$ cat config.mk
export PLATFORM = sky130hd
export DESIGN_NAME = apb_req_arbiter
export DESIGN_NICKNAME = d
export VERILOG_FILES = /design/src/rtl/apb_req_arbiter.sv
export SDC_FILE = /design/constraint.sdc
export NUM_CORES = 1
export LEC_CHECK = 0
export ABC_AREA = 1
export BUFFER_PORTS_ARGS = -buffer_cell sky130_fd_sc_hd__buf_2
export CAP_MARGIN = 25
export CELL_PAD_IN_SITES_DETAIL_PLACEMENT = 1
export CELL_PAD_IN_SITES_GLOBAL_PLACEMENT = 1
export CORE_MARGIN = 3
export CORE_UTILIZATION = 36
export DETAILED_ROUTE_END_ITERATION = 8
export PLACE_DENSITY_LB_ADDON = 0.1
export SLEW_MARGIN = 20
export SYNTH_ARGS = -nofsm -noshare
export SYNTH_HDL_FRONTEND = slang
export SYNTH_SLANG_ARGS = --single-unit
$ cat constraint.sdc
create_clock -name pclk -period 3.6 [get_ports pclk]
set_input_delay 0.72 -clock pclk [delete_from_list [all_inputs] [get_ports pclk]]
set_output_delay 0.72 -clock pclk [all_outputs]
set_load 0.02 [all_outputs]
$ cat src/rtl/apb_req_arbiter.sv
// Round-robin two-client front end for the APB bridge user port. It runs one transaction at a time.
// Define APB_ARB_TIMEOUT_EN to abort BUSY after TIMEOUT cycles with no pready.
module apb_req_arbiter #(
    parameter int ADDR_W  = 9,
    parameter int DATA_W  = 8,
    parameter int TIMEOUT = 16
) (
    input  logic                  pclk,
    input  logic                  presetn,
    input  logic [1:0]            req_valid,
    input  logic [1:0]            req_write,
    input  logic [2*ADDR_W-1:0]   req_addr,
    input  logic [2*DATA_W-1:0]   req_wdata,
    output logic [1:0]            req_ack,
    output logic [DATA_W-1:0]     rsp_rdata,
    output logic                  rsp_err,
    output logic                  transfer,
    output logic                  READ_WRITE,
    output logic [ADDR_W-1:0]     apb_read_paddr,
    output logic [ADDR_W-1:0]     apb_write_paddr,
    output logic [DATA_W-1:0]     apb_write_data,
    input  logic [DATA_W-1:0]     apb_read_data_out,
    input  logic                  pready
);

    localparam logic [1:0] IDLE = 2'd0;
    localparam logic [1:0] BUSY = 2'd1;
    localparam logic [1:0] DONE = 2'd2;

    logic [1:0]        state_reg;
    logic              grant_reg;
    logic              last_reg;
    logic              timeout_hit;

    logic              win;
    logic              sel_write;
    logic [ADDR_W-1:0] sel_addr;
    logic [DATA_W-1:0] sel_wdata;

    // On a tie the client that did not win last time goes next.
    always_comb begin
        win = req_valid[1];
        if (&req_valid) begin
            win = ~last_reg;
        end
        sel_write = win ? req_write[1] : req_write[0];
        sel_addr  = win ? req_addr[2*ADDR_W-1:ADDR_W] : req_addr[ADDR_W-1:0];
        sel_wdata = win ? req_wdata[2*DATA_W-1:DATA_W] : req_wdata[DATA_W-1:0];
    end

`ifdef APB_ARB_TIMEOUT_EN
    localparam int CNT_W = $clog2(TIMEOUT + 1);
    logic [CNT_W-1:0] cnt_reg;

    // Held at zero in IDLE, so every BUSY stretch starts counting from zero.
    always_ff @(posedge pclk or negedge presetn) begin
        if (!presetn) begin
            cnt_reg <= '0;
        end else if (state_reg == IDLE) begin
            cnt_reg <= '0;
        end else if (state_reg == BUSY && !pready) begin
            cnt_reg <= cnt_reg + CNT_W'(1);
        end
    end

    // pready in the final allowed cycle takes priority over the abort.
    assign timeout_hit = !pready && (cnt_reg == CNT_W'(TIMEOUT - 1));
`else
    // No watchdog in this build; TIMEOUT only feeds a constant-false term.
    assign timeout_hit = (TIMEOUT < 0);
`endif

    always_ff @(posedge pclk or negedge presetn) begin
        if (!presetn) begin
            state_reg       <= IDLE;
            grant_reg       <= 1'b0;
            last_reg        <= 1'b1;
            req_ack         <= 2'b00;
            rsp_rdata       <= '0;
            rsp_err         <= 1'b0;
            transfer        <= 1'b0;
            READ_WRITE      <= 1'b0;
            apb_read_paddr  <= '0;
            apb_write_paddr <= '0;
            apb_write_data  <= '0;
        end else begin
            case (state_reg)
                IDLE: begin
                    req_ack <= 2'b00;
                    rsp_err <= 1'b0;
                    if (|req_valid) begin
                        state_reg  <= BUSY;
                        grant_reg  <= win;
                        last_reg   <= win;
                        transfer   <= 1'b1;
                        READ_WRITE <= ~sel_write;
                        if (sel_write) begin
                            apb_write_paddr <= sel_addr;
                            apb_write_data  <= sel_wdata;
                            apb_read_paddr  <= '0;
                        end else begin
                            apb_read_paddr  <= sel_addr;
                            apb_write_paddr <= '0;
                            apb_write_data  <= '0;
                        end
                    end
                end
                BUSY: begin
                    if (pready || timeout_hit) begin
                        state_reg       <= DONE;
                        transfer        <= 1'b0;
                        READ_WRITE      <= 1'b0;
                        apb_read_paddr  <= '0;
                        apb_write_paddr <= '0;
                        apb_write_data  <= '0;
                        req_ack         <= {grant_reg, ~grant_reg};
                        rsp_err         <= ~pready;
                        // READ_WRITE still holds this transaction's direction here.
                        if (pready && READ_WRITE) begin
                            rsp_rdata <= apb_read_data_out;
                        end
                    end
                end
                DONE: begin
                    state_reg <= IDLE;
                    req_ack   <= 2'b00;
                    rsp_err   <= 1'b0;
                end
                default: begin
                    state_reg <= IDLE;
                end
            endcase
        end
    end

endmodule
# Word-level counts from Yosys, hierarchy flattened
# Index checks and enable logic that the tools add are counted.
[classes]
div = 0
mux = 27
shift = 0
eq_ne = 4
n_reduce_logical = 12
mul = 0
n_addsub = 0
magnitude_cmp = 0
n_bitwise = 4
[op_table]
columns = ["op", "n"]
rows = [
  ["9-bit two-way mux", 6],
  ["9-bit one-hot mux with 2 select lines", 2],
  ["8-bit two-way mux", 4],
  ["8-bit one-hot mux with 2 select lines", 1],
  ["2-bit one-hot mux with 2 select lines", 2],
  ["2-bit AND reduction", 4],
  ["1-bit two-way mux", 6],
  ["2-bit two-way mux", 3],
  ["1-bit one-hot mux with 2 select lines", 3],
  ["3-bit AND reduction", 2],
  ["2-bit != test (second input constant)", 2],
  ["1-bit NOT", 4],
  ["2-bit nonzero test", 2],
  ["2-bit OR reduction", 2],
  ["2-bit by 1-bit == test with 1-bit output (second input constant)", 1],
  ["2-bit == test (second input constant)", 1],
  ["2-bit logical NOT", 1],
  ["1-bit logical AND", 1],
]
[totals]
ramBits = 0
latchBits = 0
wordCells = 58
regBits = 43
memories = 0
rom_bits = 0

# Depth between registers and ports, before layout
# Gate-level depths: netlist (run 1).
[logic_depth]
depth_word = 6
ltp_mapped = 8

# Worst setup path after synthesis (run 1)
# Ideal clock, no wire load.
[synth_timing]
path_kind = "in2reg"
start = "in req_valid[1]"
end = "reg apb_read_paddr[8]"
slack_ps = 2173
n_path_buf = 2
setup_ps = 118
path_stages = 6
t_arrival_ps = 1309
t_required_ps = 3482
cell_sequence = "o21ai_4 -> inv_2 -> buf_6 -> buf_6 -> nand3_1 -> nand2_1"
[synth_between]
elab_chain_len = 6
elab_cells_between_ends = 10
[synth_rtl]
columns = ["element", "line_no", "source"]
rows = [
  ["start, declared", "10", "input logic [1:0] req_valid,"],
  ["2-bit AND reduction", "43", "if (&req_valid) begin"],
  ["1-bit two-way mux", "43", ""],
  ["9-bit two-way mux / 1-bit two-way mux (equally long branches)", "47, 46", ""],
  ["9-bit two-way mux", "97", "if (sel_write) begin"],
  ["9-bit two-way mux", "91", "if (|req_valid) begin"],
  ["9-bit one-hot mux with 2 select lines", "87", "case (state_reg)"],
  ["end signal, assigned", "102", "apb_read_paddr <= sel_addr;"],
  ["end, declared", "19", "output logic [ADDR_W-1:0] apb_read_paddr,"],
]
# Parallel ways exist; a longest one is shown, timed or not. The select of a mux whose other input is x is not followed.
# A chain may end at the register's enable or synchronous reset.

# Final worst setup path (run 1)
[layout_timing]
start = "in req_valid[0]"
end = "reg apb_write_paddr[3]"
[layout_between]
elab_chain_len = 6
elab_cells_between_ends = 10
[layout_rtl]
columns = ["element", "line_no", "source"]
rows = [
  ["2-bit AND reduction", "43", ""],
  ["1-bit two-way mux", "43", ""],
  ["9-bit two-way mux / 1-bit two-way mux (equally long branches)", "47, 46", ""],
  ["9-bit two-way mux", "97", ""],
  ["9-bit two-way mux", "91", ""],
  ["9-bit one-hot mux with 2 select lines", "87", ""],
  ["end signal, assigned", "98", "apb_write_paddr <= sel_addr;"],
  ["end, declared", "20", "output logic [ADDR_W-1:0] apb_write_paddr,"],
]
# Parallel ways exist; a longest one is shown, timed or not. The select of a mux whose other input is x is not followed.

==> results of run 1 <==
==> cells by family after synthesis <==
group / count (synthesis) / share of synthesized area
AO/OA/AOI/OAI: 14 / 0.0413
AND/OR/NAND/NOR: 168 / 0.357
buffers and inverters: 21 / 0.0720
flip-flops: 43 / 0.530
==> metal layers <==
layer | GRT usage | wire [µm]
met5 | 0 | 0
met4 | 0.0828 | 76
met3 | 0.0355 | 351
met2 | 0.305 | 2860
met1 | 0.246 | 2690
==> through the flow <==
step                cell area (µm²)  utilization
floorplan                      2030            -
CTS                            2560        0.486
detailed placement             2440        0.463
global placement               2440        0.463
global route                   2580        0.490
finish                         2580        0.490
==> power breakdown <==
group	leakage [nW]	switching [mW]	internal, mW
Sequential	0.561	0.103	0.676
Combinational	0.931	0.638	0.263
Clock	0.0612	0.169	0.225
==> layout make-up <==
cell class              instances  share of cell area
clock inverters                 2              0.0136
clock buffers                   6              0.0320
flip-flops and latches         43               0.418
well taps                      70              0.0339
multi-input cells             182               0.313
inverters                       9              0.0131
repair buffers                 88               0.177
==> how the worst min path moves through the flow <==
stage	startpoint	end	slack, ns	depth (start not counted)
3_3_place_gp	transfer$_DFFE_PN0P_	transfer$_DFFE_PN0P_	0.45	2
5_1_grt	presetn	rsp_rdata[5]$_DFFE_PN0P_	0.37	1
4_1_cts	transfer$_DFFE_PN0P_	transfer$_DFFE_PN0P_	0.48	2
3_5_place_dp	transfer$_DFFE_PN0P_	transfer$_DFFE_PN0P_	0.45	2
6_report	presetn	rsp_rdata[5]$_DFFE_PN0P_	0.36	1
2_1_floorplan	presetn	READ_WRITE$_DFFE_PN0P_	0.42	0
==> placed cells by master (no fill, tap or decap), drive strengths merged <==
cell / synthesis / routed
o21ai: 13 / 13
nand3: 47 / 47
buf: 12 / 88
inv: 9 / 9
nand2: 117 / 117
clkinv: 0 / 1
nor2: 3 / 3
o31ai: 1 / 1
bufinv: 0 / 1
dfrtp: 42 / 42
dfstp: 1 / 1
and3: 1 / 1
clkbuf: 0 / 6
==> results.md, run 1 <==
- The register bit count reported by yosys is 43.
- Counting flops with an async set or reset pin after synthesis yields a share of 1.00.
- The slowest cell on the critical path is sky130_fd_sc_hd__nand2_2.
- The width of the chip is 81.1 µm.
- The critical path depth is 7.
- The setup skew after layout is 0.00852 ns.
- The initial standard-cell utilization of the core is 0.386.
- Dividing the detail-routed wire length by the instance count gives 14.9 µm.
- The path type of the worst min-delay path is in -> async.
- The setup slack at placement is 1.49 ns.
- Counting flops with a built-in enable in the synthesized netlist gives 0.
- Detailed placement finished with a half-perimeter wire length of 4160 µm.
- The first global-routing pass estimated 9540 µm of wire.
- The most used flip-flop cell after synthesis is sky130_fd_sc_hd__dfrtp_1.
- The number of violations of the max-capacitance limit is 0.
- The synthesis warning total is 0.
- The layout filler cell count is 714.
- The final-layout worst hold slack is 0.358 ns.
- The clock input transition at the sequential cells of the worst setup and hold paths is 0.09 ns.
- The dominant cell type by area after synthesis is sky130_fd_sc_hd__dfrtp_1.
- The critical path class is in -> reg.
- The nature of the critical path endpoint is a flop.
- The most common cell in the synthesized netlist is sky130_fd_sc_hd__nand2_1.
- The floorplan has 26 rows.
- The slew at the pin with the worst max-slew slack is 0.488 ns.
- Wires add up to 5980 µm.
- 88 I/O pins were placed.
- The number of clock sinks seen by CTS is 43.
- The violation count after the first detailed-routing iteration is 86.
- In this run the cell area of the synthesized design comes to 2030 µm².
- Measured in cells, the most critical reg-to-reg path has a length of 6.
- The number of hold violations in the final report is 0.
- The deepest clock path buffer count is 2.
- In this run the worst setup path terminates at apb_write_paddr[3]$_DFFE_PN0P_.
- The last weighted congestion value of the routability-driven placer is 0.761.
- The first TritonRoute pass finished after 4 iterations.
- Summed over all cells, the static leakage comes to 1.55 nW.
- The number of vias after detailed routing is 1953.
- The gate count of the mapped netlist is 246.
- Based on the critical path, the design can be clocked at up to 558 MHz.
- The layout cell share with drive strength beyond 1 is 0.333.
- The worst setup path is launched from a primary input.
- The number of remaining DRC errors is 0.
- The number of buffers inserted for hold repair after clock tree synthesis is 0.
- The mean instance size in the synthesized netlist is 8.26 µm².
- The critical path goes through buf_2 -> nand2_2 -> nand2_4 -> nand2_1 -> nand2_2 -> nand3_1 -> nand2_1.
- The final critical delay including setup and external delays is 1.79 ns.
- The largest registers in the layout are apb_read_paddr x9, apb_write_paddr x9.
- The share of the cycle needed by the critical path after routing is 0.497.
- The number of antenna cells inserted is 0.
- In the routed layout, each cell is associated on average with a via count of 4.88.
- TritonCTS built the clock tree.
- The worst relative slew slack is 0.674.
- The multi-input combinational cells in the finished layout cover a total of 808 µm².
- Post-CTS repair changed the size of 0 cells.
- The source of the critical timing path is req_valid[0].
- For this run, the total global-route usage over all layers was measured as 0.189.
- The area growth from synthesis to layout is 27.0%.
- Ranked by instance count, the synthesized netlist is headed by sky130_fd_sc_hd__nand2_1 (111), sky130_fd_sc_hd__nand3_1 (47), sky130_fd_sc_hd__dfrtp_1 (42), sky130_fd_sc_hd__o21ai_0 (11), sky130_fd_sc_hd__buf_6 (8).
- The tree is rooted in a sky130_fd_sc_hd__clkbuf_8.
- Setup repair after global routing left no endpoint under its margin.
- The number of cells in the design after placement is 391.
- The overflow left after global routing is 0.
- By area the synthesized netlist is led by sky130_fd_sc_hd__dfrtp_1 (52%), sky130_fd_sc_hd__nand2_1 (21%), sky130_fd_sc_hd__nand3_1 (12%).
- The reg2reg setup slack is 1.83 ns.
- Counting distinct cell types in the post-synthesis netlist gives 18.
- For the worst-skew pair, the clock arrives at the later sink with an insertion delay of 0.30 ns.
- The biggest cell delay along the critical path is 0.32 ns.
- Across the whole layout, storage elements account for 1080 µm².
- The final layout contains 378 nets.
- The floorplan die area is 6580 µm².
- The largest driver fanout on the critical path is 21.
- The residual antenna-violating net count after detailed routing is 0.
- The number of global-route vias before repair is 1979.
- The required time at the worst-slack endpoint is 3.79 ns.
- The count of cells in the finished layout, fillers not included, comes to 400.
- The share of synthesized area in the top cell type comes to 0.517.
- Input and output buffers added on the ports amount to 87.
- For the worst setup path, the data arrival time is 1.98 ns.
- Dividing total power by cell area gives a power density of 804 nW/µm².
- The count of final setup violators is 0.
- The initial antenna violation count was 0.
- The CTS H-tree depth is 2.
- The number of max-slew violations in the final report is 0.
- The dominant delay contributor by cell family on the critical path is simple AND/OR/NAND/NOR gates.
- The standard cell core area is 5270 µm².
- VDD sags by at most 0.000250 V.
- The setup fix buffers added after clock tree synthesis is 0.
- Entering global routing, the biggest net connects 44 pins.
- The worst register-to-register path ends at apb_write_paddr[3]$_DFFE_PN0P_.
- The clock buffer count from CTS is 5.
- Adding up every negative setup slack in the final design gives 0 ns.
- The worst path meets setup with 1.81 ns of slack.
- In this run the vertical extent of the chip is 81.1 µm.
- In this run the critical register-to-register path is launched from last_reg$_DFFE_PN1P_.
- The total power consumption of the routed design is 2.07 mW.
- The run finished with clean final reports.
- The synthesized net count is 295.
- The number of buffers and inverters on the critical path is 1.
- The part of the Yosys area used for sequential elements is 0.530.
Power figures use the tool's default switching activity.
==> inputs of run 2 (changes only) <==
- CORE_UTILIZATION: 36 -> 33
- clock period: 3.6 -> 1.65 ns (I/O delays scaled with it)
==> run 2 against run 1 <==
  * Register-to-register slack got worse by 1.7 ns
  * Largest cell class unchanged
  * Critical path type is now reg -> reg
  * Final cell count grew 2.0%
  * Critical path depth fell by 1
==> results.md, run 2 (synthesis results as in run 1) <==
- The number of I/O pins is 88 (unchanged).
- The number of cells in the design after placement is 399 (was 391).
- The signal arrival time at the worst endpoint is 1.77 ns (was 1.98 ns).
- The multi-input combinational cell area is 808 µm² (unchanged).
- The dominant delay contributor by cell family on the critical path is simple AND/OR/NAND/NOR gates (unchanged).
- The required time at the worst-slack endpoint came to 1.89 ns (was 3.79 ns).
- The width of the chip came to 84.5 µm (was 81.1 µm).
- The initial antenna violation count is 0 (unchanged).
- Static timing analysis puts the maximum clock frequency at 652 MHz.
- The number of remaining DRC errors is 0 (unchanged).
- The commonest non-fill, non-tap cell in the layout was sky130_fd_sc_hd__nand2_1 (unchanged).
- Commonest cells after routing, fill and taps aside: sky130_fd_sc_hd__nand2_1 (111), sky130_fd_sc_hd__buf_2 (87), sky130_fd_sc_hd__nand3_1 (47) (unchanged).
- The reg2reg setup slack is 0.12 ns (was 1.83 ns).
- Largest registers ranked by flip-flop count: apb_read_paddr x9, apb_write_paddr x9 (unchanged).
- The layout cell share with drive strength beyond 1 came to 0.342 (was 0.333).
- The number of vias after detailed routing was 1980 (was 1953).
- The clock buffer count from CTS is 5 (unchanged).
- The final-layout worst hold slack is 0.223 ns (was 0.358 ns).
- The critical path class is reg -> reg (was in -> reg).
- The setup slack at placement is 0.134 ns (was 1.49 ns).
- The overall die height is 84.5 µm (was 81.1 µm).
- The number of max-slew violations in the final report is 0 (unchanged).
- The net count of the finished layout was 384 (was 378).
- The peak supply drop came to 0.000747 V (was 0.000250 V).
- The overflow left after global routing is 0 (unchanged).
- The sequential cell area came to 1080 µm² (unchanged).
- The number of search-and-repair iterations in the first detailed-routing pass is 4 (unchanged).
- The violation count after the first detailed-routing iteration is 62 (was 86).
- The aggregate routed wire length is 6060 µm (was 5980 µm).
- The clock input transition at the sequential cells of the worst setup and hold paths came to 0.08 ns (was 0.09 ns).
- The deepest clock path buffer count is 2 (unchanged).
- Critical path, cell by cell: nand2_2 -> nand2_4 -> nand2_1 -> nand2_2 -> nand3_1 -> nand2_1 (was buf_2 -> nand2_2 -> nand2_4 -> nand2_1 -> nand2_2 -> nand3_1 -> nand2_1).
- The biggest cell delay along the critical path is 0.54 ns (was 0.32 ns).
- The slew at the pin with the worst max-slew slack was 0.468 ns (was 0.488 ns).
- The last weighted congestion value of the routability-driven placer came to 0.770 (was 0.761).
- The initial standard-cell utilization of the core was 0.354 (was 0.386).
- The number of placement rows was 27 (was 26).
- The nature of the critical path endpoint is a flop (unchanged).
- The accumulated negative setup slack came to 0 ns (unchanged).
- The cell at the root of the clock tree is sky130_fd_sc_hd__clkbuf_8 (unchanged).
- The wire length of the first global-routing pass is 10300 µm (was 9540 µm).
- The final critical delay including setup and external delays is 1.53 ns.
- The average routed wire per standard cell is 14.8 µm (was 14.9 µm).
- The slowest cell on the critical path was sky130_fd_sc_hd__dfstp_2 (was sky130_fd_sc_hd__nand2_2).
- The number of clock sinks seen by CTS came to 43 (unchanged).
- The largest net degree at the start of global routing is 30 (was 44).
- The layout-stage area growth over the synthesis result was 29.2% (was 27.0%).
- The setup skew after layout is 0.00522 ns (was 0.00852 ns).
- The total power consumption of the routed design is 4.48 mW (was 2.07 mW).
- The path type of the worst min-delay path is in -> reg (was in -> async).
- The number of antenna cells inserted was 0 (unchanged).
- The worst relative slew slack is 0.688 (was 0.674).
- The buffering stage count on the worst path with inverters included is 0 (was 1).
- The standard cell core area came to 5740 µm² (was 5270 µm²).
- Result of the run: completed (unchanged).
- The number of buffers inserted by port buffering is 87 (unchanged).
- The power per cell area is 1710 nW/µm² (was 804 nW/µm²).
- The overall routing resource usage was 0.181 (was 0.189).
- The share of the cycle needed by the critical path after routing is 0.929.
- The residual antenna-violating net count after detailed routing was 0 (unchanged).
- The count of final setup violators was 0 (unchanged).
- The CTS tree is built (unchanged).
- The CTS H-tree depth is 2 (unchanged).
- The number of vias per cell was 4.85 (was 4.88).
- The number of violations of the max-capacitance limit is 0 (unchanged).
- The number of hold violations in the final report is 0 (unchanged).
- The critical path startpoint category was a flop (was primary input).
- The sum of net half-perimeters after detailed placement came to 4460 µm (was 4160 µm).
- The number of non-filler instances in the completed layout is 408 (was 400).
- The worst setup margin is 0.117 ns (was 1.81 ns).
- The floorplan die area came to 7140 µm² (was 6580 µm²).
- The largest driver fanout on the critical path is 17 (was 21).
- The layout filler cell count came to 767 (was 714).
- Setup repair after global routing missed its margin: no (unchanged).
- The worst-skew pair later-pin latency is 0.30 ns (about the same).
- The static leakage came to 1.57 nW (was 1.55 nW).
- The number of global-route vias before repair is 2099 (was 1979).
==> run 2: cell count changes in the layout (fill, tap and decap cells not counted) <==
cell | before | now
sky130_fd_sc_hd__buf_12 | 1 | 2
sky130_fd_sc_hd__clkinvlp_4 | 0 | 1
sky130_fd_sc_hd__bufinv_16 | 1 | 0
sky130_fd_sc_hd__dlygate4sd3_1 | 0 | 1
sky130_fd_sc_hd__buf_4 | 0 | 4
sky130_fd_sc_hd__inv_2 | 3 | 2
sky130_fd_sc_hd__clkinv_4 | 0 | 1
==> run 2: power breakdown <==
part           switching (mW)  internal [mW]  total, mW
Sequential              0.232           1.47       1.71
Combinational            1.41          0.652       2.06
Clock                   0.377          0.342      0.719
==> run 2: final cells by class <==
cell class              instances  share of cell area
inverters                       9              0.0133
clock inverters                 2             0.00620
flip-flops and latches         43               0.410
clock buffers                   6              0.0315
repair buffers                 94               0.196
multi-input cells             182               0.308
well taps                      72              0.0343
==> run 2: repair_timing <==
item                                    4_1_cts  5_1_grt
gates resized for setup                       0        1
endpoints found under the setup margin        0        1
setup buffers                                 0        0
endpoints found under the hold margin        17        0
hold buffers                                  1        0
==> run 2: layer usage <==
metal,part of all wire,GRT usage,vias to the layer above
met3,0.062,0.0461,8
li1,-,-,962
met5,0,0,-
met2,0.49,0.308,54
met1,0.44,0.229,956
met4,0.015,0.0475,0
==> run 2: path summary, 6_finish.rpt <==
kind                       cells past startpoint                             end                  from
max                                            6   apb_write_data[5]$_DFFE_PN0P_  last_reg$_DFFE_PN1P_
min                                            3        rsp_rdata[1]$_DFFE_PN0P_  apb_read_data_out[1]
max reg2reg                                    6   apb_write_data[5]$_DFFE_PN0P_  last_reg$_DFFE_PN1P_
min reg2reg                                    2            transfer$_DFFE_PN0P_  transfer$_DFFE_PN0P_
max in group asynchronous                      3  apb_write_paddr[4]$_DFFE_PN0P_               presetn
min in group asynchronous                      2        rsp_rdata[4]$_DFFE_PN0P_               presetn
==> run 2: worst min-delay path, cell delays in order <==
cell and delay [ns]:
sky130_fd_sc_hd__buf_2 0.07, sky130_fd_sc_hd__nand2_1 0.04, sky130_fd_sc_hd__nand2_1 0.05
==> run 2: per-stage QoR <==
step	cell area [µm²]	util
2_1_floorplan	2030	-
3_3_place_gp	2510	0.438
3_5_place_dp	2510	0.438
4_1_cts	2620	0.457
5_1_grt	2630	0.457
6_report	2630	0.457
